$ cat config.mk
export PLATFORM = sky130hd
export DESIGN_NAME = e203_irq_inject_sched
export DESIGN_NICKNAME = d
export VERILOG_FILES = /design/src/rtl/e203_irq_inject_sched_pkg.sv /design/src/rtl/e203_irq_inject_chan.sv /design/src/rtl/e203_irq_inject_sched.sv
export SDC_FILE = /design/constraint.sdc
export NUM_CORES = 1
export LEC_CHECK = 0
export BUFFER_PORTS_ARGS = -buffer_cell sky130_fd_sc_hd__buf_2
export CAP_MARGIN = 20
export CORE_AREA = 10 10 131 133
export CTS_CLUSTER_SIZE = 10
export DETAILED_ROUTE_END_ITERATION = 6
export DIE_AREA = 0 0 141 143
export PLACE_DENSITY = 0.73
export SYNTH_ARGS = -nofsm -noshare
export SYNTH_HDL_FRONTEND = slang
export SYNTH_HIERARCHICAL = 1
export SYNTH_SLANG_ARGS = --single-unit
$ cat constraint.sdc
create_clock -name hfclk -period 2.55 [get_ports hfclk]
set_clock_uncertainty 0.1 [all_clocks]
set_input_delay 0.1275 -clock hfclk [delete_from_list [all_inputs] [get_ports hfclk]]
set_output_delay 0.1275 -clock hfclk [all_outputs]
set_load 0.02 [all_outputs]
$ cat src/rtl/e203_irq_inject_sched_pkg.sv
// Shared types and defaults for the e203 interrupt / bus-error stimulus scheduler.
// State encodings, LFSR polynomial and the default handler PCs live here.
package e203_irq_inject_sched_pkg;

  typedef enum logic [1:0] {
    IDLE   = 2'd0,
    DELAY  = 2'd1,
    ASSERT = 2'd2
  } chan_st_e;

  typedef enum logic [1:0] {
    BE_IDLE = 2'd0,
    BE_LO   = 2'd1,
    BE_HI   = 2'd2
  } be_st_e;

  localparam logic [31:0] LFSR_TAPS  = 32'h8020_0003;
  localparam logic [31:0] DEF_SEED   = 32'hACE1_2357;
  localparam logic [31:0] DEF_ARM    = 32'h8000_015C;
  localparam logic [31:0] DEF_TOHOST = 32'h8000_0086;
  localparam logic [31:0] DEF_EXT    = 32'h8000_00A6;
  localparam logic [31:0] DEF_SFT    = 32'h8000_00BE;
  localparam logic [31:0] DEF_TMR    = 32'h8000_00D6;

  // Galois form, shifting right
  function automatic logic [31:0] lfsr_step(input logic [31:0] v);
    return v[0] ? ((v >> 1) ^ LFSR_TAPS) : (v >> 1);
  endfunction

endpackage

$ cat src/rtl/e203_irq_inject_chan.sv
// One interrupt channel: idle, pseudo-random delay, then hold the line
// until the handler commits its pre-mret PC.
module e203_irq_inject_chan
  import e203_irq_inject_sched_pkg::*;
#(
  parameter int unsigned     PC_W   = 32,
  parameter logic [PC_W-1:0] ACK_PC = DEF_EXT[PC_W-1:0],
  parameter int unsigned     DLY_W  = 10
) (
  input  logic             hfclk,
  input  logic             rst_n,
  input  logic             inj_en,
  input  logic             arm,
  input  logic             stop,
  input  logic             cmt_valid,
  input  logic [PC_W-1:0]  cmt_pc,
  input  logic [DLY_W-1:0] slice,
  output logic             irq
);

  localparam logic [DLY_W:0] ONE = {{DLY_W{1'b0}}, 1'b1};

  chan_st_e       st, st_nxt;
  logic [DLY_W:0] cnt, cnt_nxt;
  logic [DLY_W:0] load;
  logic           ack;

  assign load = {1'b0, slice} + ONE;
  assign ack  = cmt_valid & (cmt_pc == ACK_PC);

  always_comb begin
    st_nxt  = st;
    cnt_nxt = cnt;
    if (inj_en) begin
      unique case (st)
        IDLE: begin
          if (arm & ~stop) begin
            st_nxt  = DELAY;
            cnt_nxt = load;
          end
        end
        DELAY: begin
          if (cnt == ONE) st_nxt = ASSERT;
          else            cnt_nxt = cnt - ONE;
        end
        ASSERT: begin
          if (ack) begin
            if (stop) begin
              st_nxt = IDLE;
            end else begin
              st_nxt  = DELAY;
              cnt_nxt = load;
            end
          end
        end
        default: st_nxt = IDLE;
      endcase
    end
  end

  always_ff @(posedge hfclk or negedge rst_n) begin
    if (!rst_n) begin
      st  <= IDLE;
      cnt <= '0;
      irq <= 1'b0;
    end else begin
      st  <= st_nxt;
      cnt <= cnt_nxt;
      irq <= inj_en & (st_nxt == ASSERT);
    end
  end

endmodule

$ cat src/rtl/e203_irq_inject_sched.sv
// Clocked stimulus controller for the e203 sim top: drives ext/sft/tmr
// interrupts and ITCM bus-error windows from one LFSR.
module e203_irq_inject_sched
  import e203_irq_inject_sched_pkg::*;
#(
  parameter int unsigned     PC_W       = 32,
  parameter logic [PC_W-1:0] PC_ARM     = DEF_ARM[PC_W-1:0],
  parameter logic [PC_W-1:0] PC_TOHOST  = DEF_TOHOST[PC_W-1:0],
  parameter logic [PC_W-1:0] PC_EXT_ACK = DEF_EXT[PC_W-1:0],
  parameter logic [PC_W-1:0] PC_SFT_ACK = DEF_SFT[PC_W-1:0],
  parameter logic [PC_W-1:0] PC_TMR_ACK = DEF_TMR[PC_W-1:0],
  parameter int unsigned     DLY_W      = 10,
  parameter int unsigned     BE_LO_W    = 5,
  parameter int unsigned     BE_HI_W    = 8,
  parameter int unsigned     STOP_CNT   = 32,
  parameter int unsigned     END_CNT    = 8,
  parameter logic [31:0]     SEED       = DEF_SEED
) (
  input  logic            hfclk,
  input  logic            rst_n,
  input  logic            inj_en,
  input  logic            be_en,
  input  logic            cmt_valid,
  input  logic [PC_W-1:0] cmt_pc,
  input  logic            status_mie,
  input  logic            itcm_rsp_read,
  output logic            ext_irq,
  output logic            sft_irq,
  output logic            tmr_irq,
  output logic            itcm_bus_err,
  output logic [31:0]     tohost_cnt,
  output logic            armed,
  output logic            done
);

  localparam int unsigned    BE_CW  = BE_HI_W + 1;
  localparam logic [BE_CW-1:0] BE_ONE = {{(BE_CW-1){1'b0}}, 1'b1};

  logic [31:0]      lfsr;
  logic             stop;
  logic             arm_hit, th_hit;
  be_st_e           be_st, be_nxt;
  logic [BE_CW-1:0] be_cnt, be_cnt_nxt;
  logic [BE_CW-1:0] be_lo_ld, be_hi_ld;
  logic             be_hi_q;

  assign arm_hit = cmt_valid & (cmt_pc == PC_ARM);
  assign th_hit  = cmt_valid & (cmt_pc == PC_TOHOST);

  assign be_lo_ld = {{(BE_CW-BE_LO_W){1'b0}}, lfsr[BE_LO_W-1:0]} + BE_ONE;
  assign be_hi_ld = {1'b0, lfsr[20+BE_HI_W-1:20]} + BE_ONE;

  always_ff @(posedge hfclk or negedge rst_n) begin
    if (!rst_n) begin
      lfsr       <= SEED;
      armed      <= 1'b0;
      tohost_cnt <= '0;
      stop       <= 1'b0;
      done       <= 1'b0;
    end else begin
      if (inj_en) lfsr <= lfsr_step(lfsr);
      if (arm_hit) armed <= 1'b1;
      if (th_hit && tohost_cnt != '1) tohost_cnt <= tohost_cnt + 32'd1;
      stop <= (tohost_cnt > STOP_CNT);
      done <= (tohost_cnt >= END_CNT) & ~ext_irq & ~sft_irq & ~tmr_irq;
    end
  end

  e203_irq_inject_chan #(
    .PC_W(PC_W), .ACK_PC(PC_EXT_ACK), .DLY_W(DLY_W)
  ) u_ext (
    .hfclk(hfclk), .rst_n(rst_n), .inj_en(inj_en),
    .arm(armed), .stop(stop),
    .cmt_valid(cmt_valid), .cmt_pc(cmt_pc),
    .slice(lfsr[DLY_W-1:0]), .irq(ext_irq)
  );

  e203_irq_inject_chan #(
    .PC_W(PC_W), .ACK_PC(PC_SFT_ACK), .DLY_W(DLY_W)
  ) u_sft (
    .hfclk(hfclk), .rst_n(rst_n), .inj_en(inj_en),
    .arm(armed), .stop(stop),
    .cmt_valid(cmt_valid), .cmt_pc(cmt_pc),
    .slice(lfsr[2*DLY_W-1:DLY_W]), .irq(sft_irq)
  );

  e203_irq_inject_chan #(
    .PC_W(PC_W), .ACK_PC(PC_TMR_ACK), .DLY_W(DLY_W)
  ) u_tmr (
    .hfclk(hfclk), .rst_n(rst_n), .inj_en(inj_en),
    .arm(armed), .stop(stop),
    .cmt_valid(cmt_valid), .cmt_pc(cmt_pc),
    .slice(lfsr[3*DLY_W-1:2*DLY_W]), .irq(tmr_irq)
  );

  always_comb begin
    be_nxt     = be_st;
    be_cnt_nxt = be_cnt;
    if (inj_en) begin
      unique case (be_st)
        BE_IDLE: begin
          if (armed & be_en & ~stop) begin
            be_nxt     = BE_LO;
            be_cnt_nxt = be_lo_ld;
          end
        end
        BE_LO: begin
          if (be_cnt == BE_ONE) begin
            be_nxt     = BE_HI;
            be_cnt_nxt = be_hi_ld;
          end else begin
            be_cnt_nxt = be_cnt - BE_ONE;
          end
        end
        BE_HI: begin
          if (be_cnt == BE_ONE) begin
            if (stop | ~be_en) begin
              be_nxt = BE_IDLE;
            end else begin
              be_nxt     = BE_LO;
              be_cnt_nxt = be_lo_ld;
            end
          end else begin
            be_cnt_nxt = be_cnt - BE_ONE;
          end
        end
        default: be_nxt = BE_IDLE;
      endcase
    end
  end

  always_ff @(posedge hfclk or negedge rst_n) begin
    if (!rst_n) begin
      be_st   <= BE_IDLE;
      be_cnt  <= '0;
      be_hi_q <= 1'b0;
    end else begin
      be_st   <= be_nxt;
      be_cnt  <= be_cnt_nxt;
      be_hi_q <= inj_en & (be_nxt == BE_HI);
    end
  end

  // Same-cycle gating against the live response so only real reads fault
  assign itcm_bus_err = be_hi_q & status_mie & itcm_rsp_read;

endmodule

* Word-level counts from Yosys, hierarchy flattened *
Cells that the tools add are included.

storage, ports and cells
  flip-flop bits (word level) = 121
  bits in latches = 0
  bits in writable memories = 0
  ROM bits = 0
  bits of input ports = 39
  output and inout port bits = 38
  logic and storage cells = 145
  memories = 0

cells by class
  add/sub/neg operators = 10
  multipliers = 0
  divide/modulo/power cells = 0
  order comparisons = 2
  eq/ne operators = 36
  shifts and indexed selects = 0
  mux-type cells = 43
  bitwise logic cells = 24
  reduce and logical (&&, ||, !) cells = 13

operator list
  kind                                                                                  count
  32-bit == test, second input constant                                                 5
  11-bit 2-to-1 mux                                                                     12
  11-bit one-hot mux with 3 select lines                                                3
  9-bit 2-to-1 mux                                                                      4
  10-bit by 1-bit adder with 11-bit output, second input constant                       3
  11-bit by 1-bit == test with 1-bit output, second input constant                      3
  11-bit by 1-bit subtractor with 11-bit output, second input constant                  3
  32-bit by 1-bit adder with 32-bit output, second input constant                       1
  32-bit by 4-bit greater-or-equal comparator with 1-bit output, second input constant  1
  32-bit by 6-bit greater-than comparator with 1-bit output, second input constant      1
  2-bit 2-to-1 mux                                                                      16
  32-bit 2-to-1 mux                                                                     1
  32-bit != test, second input constant                                                 1
  9-bit one-hot mux with 3 select lines                                                 1
  2-bit one-hot mux with 3 select lines                                                 4
  2-bit != test, second input constant                                                  9
  6-bit AND reduction                                                                   3
  1-bit bitwise AND                                                                     17
  2-bit == test, second input constant                                                  8
  3-bit nonzero test                                                                    4
  8-bit by 1-bit adder with 9-bit output, second input constant                         1
  9-bit by 1-bit == test with 1-bit output, second input constant                       1
  9-bit by 1-bit subtractor with 9-bit output, second input constant                    1
  2-bit by 1-bit == test with 1-bit output, second input constant                       4
  10 further kinds                                                                      21

* Longest topological paths before layout *
Gate-level depths: netlist of the first run.

  depth in word-level cells = 8
  depth in mapped cells = 9
  mapped depth without buffers = 8

* Modules after synthesis *
Netlist of the first run, hierarchy kept.

modules (own cells, without submodules)
  module                         times used  cells each  area an instance (µm²)  sequential area each (µm²)
  e203_irq_inject_sched          1           391         4,154.0                 1,996.9
  e203_irq_inject_chan at u_ext  1           157         1,306.3                 350.3
  e203_irq_inject_chan at u_sft  1           146         1,208.7                 350.3
  e203_irq_inject_chan at u_tmr  1           141         1,182.4                 350.3

* Worst setup path before layout of the first run *
OpenSTA, ideal clock, no wires.

  path type = reg-to-reg
  from = reg be_cnt[1]
  to = reg be_cnt[5]
  library setup time = 125 ps
  data arrival time = 1,999 ps
  path slack = 325 ps
  stages on the path, launching flop included = 9
  path buffers = 1
  path through = dfrtp_1 > inv_1 > ha_1 > or4b_4 > nor3_4 > nand3_2 > and3_4 > buf_6 > mux2_4

between the ends
  cells in the longest elaborated chain, start to end = 3
  elaborated cells between the ends (all ways) = 7
  those cells by class = add/sub (1); eq/ne (2); mux (3); reduce/logical (1)

ends and longest elaborated chain
  what                                                                                                     line                          text
  start: declaration                                                                                       e203_irq_inject_sched.sv:43   logic [BE_CW-1:0] be_cnt, be_cnt_nxt;
  start signal: assignment                                                                                 e203_irq_inject_sched.sv:139  be_cnt <= be_cnt_nxt;
  9-bit by 1-bit subtractor with 9-bit output or 9-bit by 1-bit == test with 1-bit output (tied branches)  n/a
  9-bit 2-to-1 mux (tied with other cells)                                                                 e203_irq_inject_sched.sv:116  if (be_cnt == BE_ONE) begin
  9-bit one-hot mux with 3 select lines or 4-bit AND reduction (tied branches)                             n/a

Several ways; a longest one is shown, not always the timed one.
A chain may end at the register's enable or synchronous reset.

* Final worst setup path of the first run *
  from = in cmt_pc[6]
  to = reg u_sft.cnt[2]

between the ends
  cells in the longest elaborated chain, start to end = 4

ends and longest elaborated chain
  what                                                       line                         text
  start: declaration                                         e203_irq_inject_sched.sv:24  input logic [PC_W-1:0] cmt_pc,
  32-bit == test                                             e203_irq_inject_chan.sv:29   assign ack = cmt_valid & (cmt_pc == ACK_PC);
  1-bit bitwise AND                                          e203_irq_inject_chan.sv:29
  2-bit by 1-bit != test with 1-bit output (no source line)  n/a
  6-bit AND reduction (no source line)                       n/a
  end signal: assignment                                     e203_irq_inject_chan.sv:68   cnt <= cnt_nxt;
  end: declaration                                           e203_irq_inject_chan.sv:24   logic [DLY_W:0] cnt, cnt_nxt;

Every way passes these cells.

==> key figures, run 1 <==
Final layout
  – Area delta synth->final: 15.4%
  – Register Area: 3050 um2
  – Fillers: 1,200
  – Share of cells above drive strength 1: ~22%
  – Nets: 979
  – Final Non-Filler Cells: between 1k and 1.5k
  – Multi-input gate area: about 4500 um2

Detailed routing
  – Routed Antenna Nets: 0
  – Via count: 6,981
  – Drt wl/cell: between 15 and 20 um
  – Vias/cell: just over 6
  – DRC: 0
  – Final WL: slightly above 20 mm
  – Pre-antenna DRT Iters: 5
  – Initial DRC Count: 668

CTS
  – CTS tree: yes
  – Clock net sink count: 121
  – CTS H-tree depth: 4
  – Clock root cell: clkbuf_16
  – Total CTS buffers: 17
  – Worst skew pair latency: around 420 ps
  – Clock Path Buffers: 2
  – Clock-pin slew on the worst setup and hold paths: 60 ps

Synthesis
  – Async SR Flop Fraction: 100%
  – Share of the synthesized area in the top cell type: 33.5%
  – Main synth FF type: dfrtp_1
  – Post-synthesis sequential area ratio: around 39%
  – Post-synth net total: slightly below 900
  – Count of cell types in the netlist: between 90 and 100
  – Syn avg cell area: roughly 9.4 um2
  – Synthesized area: between 7000 and 8000 um2
  – Area leader, netlist: dfrtp_1
  – Seq cells post-synth: roughly 120
  – Number of flops mapped to enable cells by yosys: 0
  – Syn. warnings: 6
  – Top cells by area, synth: dfrtp_1, dfstp_2, xnor2_1
  – Mapped Cells: approximately 840

Floorplanning
  – Starting Density: between 50 and 60%
  – Die X: 141 um
  – Row cnt: 44
  – Core Region: 14,400 um2
  – Die footprint: 20,200 um2
  – Die Y-Extent: 143 um
  – Top-Level Pins: a little under 80

STA
  – # setup viols final: 0
  – Worst-Margin Slew: around 660 ps
  – Tmin final: ~2400 ps
  – Setup_tns: 0 ps
  – Final Max Tran Viols: 0
  – RSZ-0062 raised after global routing: false
  – Final period utilization: around 93%
  – Fmax: ~0.42 GHz
  – Final hold violation count: 0
  – Rel. slew slack: between 50% and 60%

Global routing
  – Layer with the highest usage: met2
  – Routing usage on met1: 27.0%
  – Largest net degree at the start of global routing: just over 60
  – Grt total ovfl: 0
  – First-pass GRT wire length: 33.2 mm
  – Vias in the first global route: about 6.4k
  – Initial antenna violation count: 3
  – M2 GR Usage: between 20% and 30%
  – Routing usage on met3: 6.67%
  – GRT Total Usage: about 20%

Worst setup path
  – Critical setup path kind: input pin to flip-flop
  – CP top delay family: simple AND/OR/NAND/NOR gates
  – Critical-path cell list: dlygate4sd3_1, buf_2, nor4bb_1, nand4_1, or4_1, a21oi_1, o22a_1
  – Slowest cell on the critical path: or4_1
  – Delay of the slowest cell on the worst path: ~740 ps
  – CP Data Required Time: approximately 2800 ps
  – Worst Path Buf+Inv: 2
  – Startpoint Class: input pin
  – Worst Setup End Kind: flip-flop
  – Crit path DAT: 2640 ps
  – Critical path peak fanout: 7

Placed design
  – Port bufs: 76
  – Detail Placement HPWL: between 10 and 15 mm
  – Gpl congestion: 0.882
  – Placed insts: roughly 1.1k

Worst hold path
  – Worst Hold Class: input pin to flip-flop

Power
  – PwrDens: ~840 nW/um2
  – Largest vdd supply drop: between 0.6 and 0.7 mV
  – Leak: 0.00374 uW

Run
  – Max_cap viols: 0

Outcome
  – Status: completed
through the flow:
| stage | util (%) | setup slack, ps | hold slack [ps] | power (uW) | area (um2) |
|---|---|---|---|---|---|
| after detailed placement | 58.6 | 123 | 48.5 | 5240 | 8450 |
| after floorplan | - | 325 | -268 | 4590 | 7850 |
| final | 62.8 | 168 | 19.0 | 7610 | 9060 |
| after global placement | 58.6 | 179 | 45.8 | 5200 | 8450 |
| after CTS | 62.8 | 57.7 | 0.0206 | 7610 | 9050 |
| after global routing | 62.8 | 68.6 | 37.6 | 8060 | 9060 |
metal layers:
| metal | share of wire [%] | wire, um |
|---|---|---|
| met1 | 45 | 9260 |
| met5 | 0.10 | 21 |
| met2 | 44 | 9040 |
| met3 | 8.7 | 1780 |
| met4 | 1.6 | 324 |
power breakdown:
group / internal, uW / switching (uW) / total (uW) / leakage [uW]
registers: 2440 / 653 / 3100 / 0.00145
clock network: 1460 / 885 / 2340 / 0.000272
logic: 1030 / 1150 / 2180 / 0.00203
total: 4920 / 2690 / 7610 / 0.00374
sequential cells by signal, summed over array words and instances, names as in the netlist:
name and cells:
lfsr 32, tohost_cnt 32, u_ext/cnt 11, u_sft/cnt 11
u_tmr/cnt 11, be_cnt 9, be_st 2, u_ext/st 2
u_sft/st 2, u_tmr/st 2, armed 1, be_hi_q 1
done 1, stop 1, u_ext/irq 1, u_sft/irq 1
u_tmr/irq 1
cell usage in the layout (no fill, tap or decap), drive strengths merged, types with 29 or more instances in the layout:
cell type / count
a21oi: 45
buf: 94
dfrtp: 105
inv: 35
mux2: 31
nand2: 51
nand3: 45
nand4: 29
nor2: 47
nor3: 33
o21ai: 56
xnor2: 42
cells by family after synthesis:
| logic type | Yosys count | share of synthesized area [%] |
|---|---|---|
| adder cells (fa/ha/maj) | 19 | 3.03 |
| multiplexers | 34 | 4.88 |
| AO/OA/AOI/OAI | 196 | 16.9 |
| buffers and inverters | 65 | 3.76 |
| XOR/XNOR | 69 | 7.70 |
| AND/OR/NAND/NOR | 331 | 24.9 |
| flip-flops | 121 | 38.8 |
cell usage after synthesis, types with 4 or more instances:
| master | instances |
|---|---|
| or4_1 | 5 |
| o2bb2ai_1 | 5 |
| inv_1 | 35 |
| o21ai_0 | 49 |
| nand2_1 | 50 |
| o221ai_1 | 10 |
| dfstp_2 | 16 |
| nor3_1 | 31 |
| a32o_1 | 5 |
| nand4_1 | 29 |
| o21ai_1 | 4 |
| o211ai_1 | 8 |
| a221o_1 | 5 |
| xnor2_1 | 42 |
| nor4_1 | 23 |
| or3_4 | 4 |
| a21oi_1 | 45 |
| a31oi_1 | 7 |
| or3_1 | 6 |
| a21boi_0 | 5 |
| ha_1 | 19 |
| and2_1 | 7 |
| nor2_1 | 47 |
| and3_1 | 12 |
| dfrtp_1 | 105 |
| nor2b_1 | 5 |
| xor2_1 | 27 |
| nor4b_1 | 17 |
| nand2b_1 | 8 |
| o31ai_1 | 5 |
| mux2_2 | 30 |
| clkbuf_1 | 20 |
| buf_6 | 5 |
| nand3_1 | 44 |
| a22oi_1 | 5 |
| nand3b_1 | 4 |
| nor4bb_1 | 5 |
| and4_1 | 7 |
area by class of cell:
class / instances / share of cell area (%)
clock buffer: 20 / 4.93
clock inverter: 12 / 1.41
antenna: 1 / 0.0276
timing repair buffer: 97 / 6.19
multi-input combinational: 649 / 49.8
inverter: 35 / 1.45
tap: 184 / 2.54
sequential: 121 / 33.6
worst min-delay path, stage by stage:
cell and delay, ps:
buf_2 220, nor2_1 130, a21oi_1 40
worst paths after layout:
kind	start	to	slack (ps)	cells past startpoint
worst min-delay path	inj_en	lfsr[1]	20	3
max in group asynchronous	rst_n	lfsr[22]	1440	3
worst max-delay path	cmt_pc[6]	u_sft/cnt[2]	170	7
worst max register to register	be_cnt[1]	be_cnt[5]	200	8
worst min register to register	u_sft/irq	done	400	1
min in group asynchronous	rst_n	tohost_cnt[14]	130	2
repair_timing:
item                                   in CTS  in global routing
setup buffers                               0                  0
gates resized for setup                     0                  1
endpoints found under the hold margin      41                  0
setup endpoints to repair                   0                  3
hold buffers                                3                  0
Power figures use the tool's default switching activity.
==> run 2: changes to the inputs <==
- CORE_AREA: 10 10 131 133 -> 2 2 123 125
- DIE_AREA: 0 0 141 143 -> 0 0 125 127
==> run 2 against run 1 <==
Global-route usage up 5.9 points. Clock power about the same. Cell area up 0.26%. Critical endpoint is now be_cnt[5]. Highest routed layer is now met4.
==> key figures, run 2 (synthesis gave the netlist of run 1 again) <==
Final layout
  – Leading cell types in the layout, fill and taps excluded: dfrtp_1, buf_2, nand2_1, o21ai_0, nor2_1
  – Share of cells above drive strength 1: between 20% and 30%
  – Nets: 980
  – Final Non-Filler Cells: ~1.1k
  – Top Registers: lfsr: 32 flops, tohost_cnt: 32 flops
  – Area delta synth->final: 15.7%
  – Most common cell after layout, fill and taps aside: dfrtp_1

Floorplanning
  – Die X: roughly 130 um
  – Row cnt: between 40 and 50
  – Die Y-Extent: approximately 130 um
  – Top-Level Pins: between 70 and 80
  – Core Region: between 10,000 and 15,000 um2
  – Starting Density: between 50% and 60%
  – Die footprint: roughly 16,000 um2

CTS
  – Clock Path Buffers: 2
  – CTS H-tree depth: 4
  – Worst skew pair latency: around 420 ps
  – Post-CTS setup buffers: 0
  – Total CTS buffers: 17
  – Clock root cell: clkbuf_16
  – Clock net sink count: between 100 and 150
  – CTS tree: yes
  – Clock-pin slew on the worst setup and hold paths: 60 ps

Worst hold path
  – Hold depth: 2
  – Hold endpoint: u_sft/irq
  – HP Start: inj_en
  – Worst Hold Class: input pin to flip-flop

Outcome
  – Status: completed

Detailed routing
  – Vias/cell: ~6.3
  – DRC: 0
  – Initial DRC Count: 747
  – Drt wl/cell: around 18 um
  – Routed Antenna Nets: 0
  – Via count: 7,058
  – Pre-antenna DRT Iters: 6
  – Final WL: between 15 and 20 mm

Worst setup path
  – Reg2Reg Setup Slack: roughly 170 ps
  – Startpoint Class: flip-flop
  – Critical-path cell list: inv_1, ha_1, or4b_4, nor3_4, a31oi_1, o221ai_1, o21ai_0, mux2_4
  – Worst r2r src: be_cnt[1]
  – Slowest cell on the critical path: or4b_4
  – Critical path peak fanout: 9
  – R2r endpoint: be_cnt[5]
  – Critical setup path kind: flip-flop to flip-flop
  – CP Data Required Time: about 2800 ps
  – Worst Setup End Kind: flip-flop
  – Crit path DAT: 2580 ps
  – Delay of the slowest cell on the worst path: around 500 ps
  – Worst r2r path cells: 8

Placed design
  – Gpl congestion: 0.882
  – Detail Placement HPWL: between 10 and 15 mm
  – Port bufs: 76
  – Placed insts: 1,084

Power
  – Largest vdd supply drop: ~0.67 mV
  – Leak: about 0.0038 uW
  – PwrDens: between 800 and 900 nW/um2

STA
  – Rel. slew slack: a little under three fifths
  – Worst-Margin Slew: 664 ps
  – Tmin final: 2380 ps
  – RSZ-0062 raised after global routing: false
  – Setup_tns: 0 ps
  – Final period utilization: between 90 and 100%
  – Fmax: 0.420 GHz
  – Final Max Tran Viols: 0
  – # setup viols final: 0
  – Final hold violation count: 0

Run
  – Max_cap viols: 0

Global routing
  – First-pass GRT wire length: about 34 mm
  – GRT Total Usage: about a quarter
  – Initial antenna violation count: 1
  – Vias in the first global route: between 6k and 7k
  – Grt total ovfl: 0
  – Largest net degree at the start of global routing: 43
-- run 2: cell count changes in the layout (fill, tap and decap cells not counted) --
cell,change
clkbuf_1,+3
buf_12,+1
clkinv_2,-2
clkinv_4,-2
clkbuf_8,+2
clkinvlp_4,-1
-- run 2: cell type report --
cell class,instances,area (um2)
repair buffers,98,581
clock buffers,25,485
flip-flops and latches,121,3050
diodes,1,2.50
fillers,1170,5340
clock inverters,7,92.6
multi-input cells,649,4510
inverters,35,131
well taps,184,230
-- run 2: power by group --
part	total [uW]	switching (uW)	internal [uW]	leakage, uW
clock	2370	861	1510	0.000274
combinational	2200	1170	1030	0.00203
sequential	3100	662	2440	0.00145
-- run 2: critical path: cells and delay by family, from the launching register on --
kind	cells	cell delay [ps]
AOI/OAI and AO/OA	3	460
and+or+nand+nor	2	820
muxes	1	270
DFF	1	400
adders and majority gates	1	140
buffers and inverters	1	90
-- run 2: worst max-delay path by stage --
stage                   start   endpoint  slack [ps]
global route        be_cnt[1]  be_cnt[5]          40
CTS                 be_cnt[1]  be_cnt[8]         120
detailed placement  be_cnt[1]  be_cnt[8]         130
global placement    be_cnt[1]  be_cnt[8]         200
floorplan           be_cnt[1]  be_cnt[5]         330
finish              be_cnt[1]  be_cnt[5]         170
-- run 2: repair_timing --
item / 4_1_cts / 5_1_grt
endpoints found under the hold margin: 41 / 0
resized for setup: 0 / 1
hold buffers: 3 / 0
endpoints found under the setup margin: 0 / 3
-- run 2: per-layer routing --
metal | routed length [um] | GRT usage, % | up-vias
li1 | - | - | 3337
met1 | 9190 | 36.6 | 3426
met2 | 9060 | 39.1 | 271
met3 | 1440 | 6.28 | 24
met4 | 291 | 8.37 | 0
met5 | 0 | 0 | -
-- run 2: through the flow --
step / utilization (%) / hold slack, ps / area, um2 / setup slack (ps) / power (uW)
2_1_floorplan: - / -268 / 7850 / 325 / 4590
3_3_place_gp: 58.7 / 55.1 / 8470 / 196 / 5210
3_5_place_dp: 58.7 / 52.2 / 8470 / 134 / 5260
4_1_cts: 62.9 / 18.0 / 9080 / 119 / 7670
5_1_grt: 63.0 / 30.7 / 9080 / 35.4 / 8150
6_report: 63.0 / 28.2 / 9080 / 170 / 7680
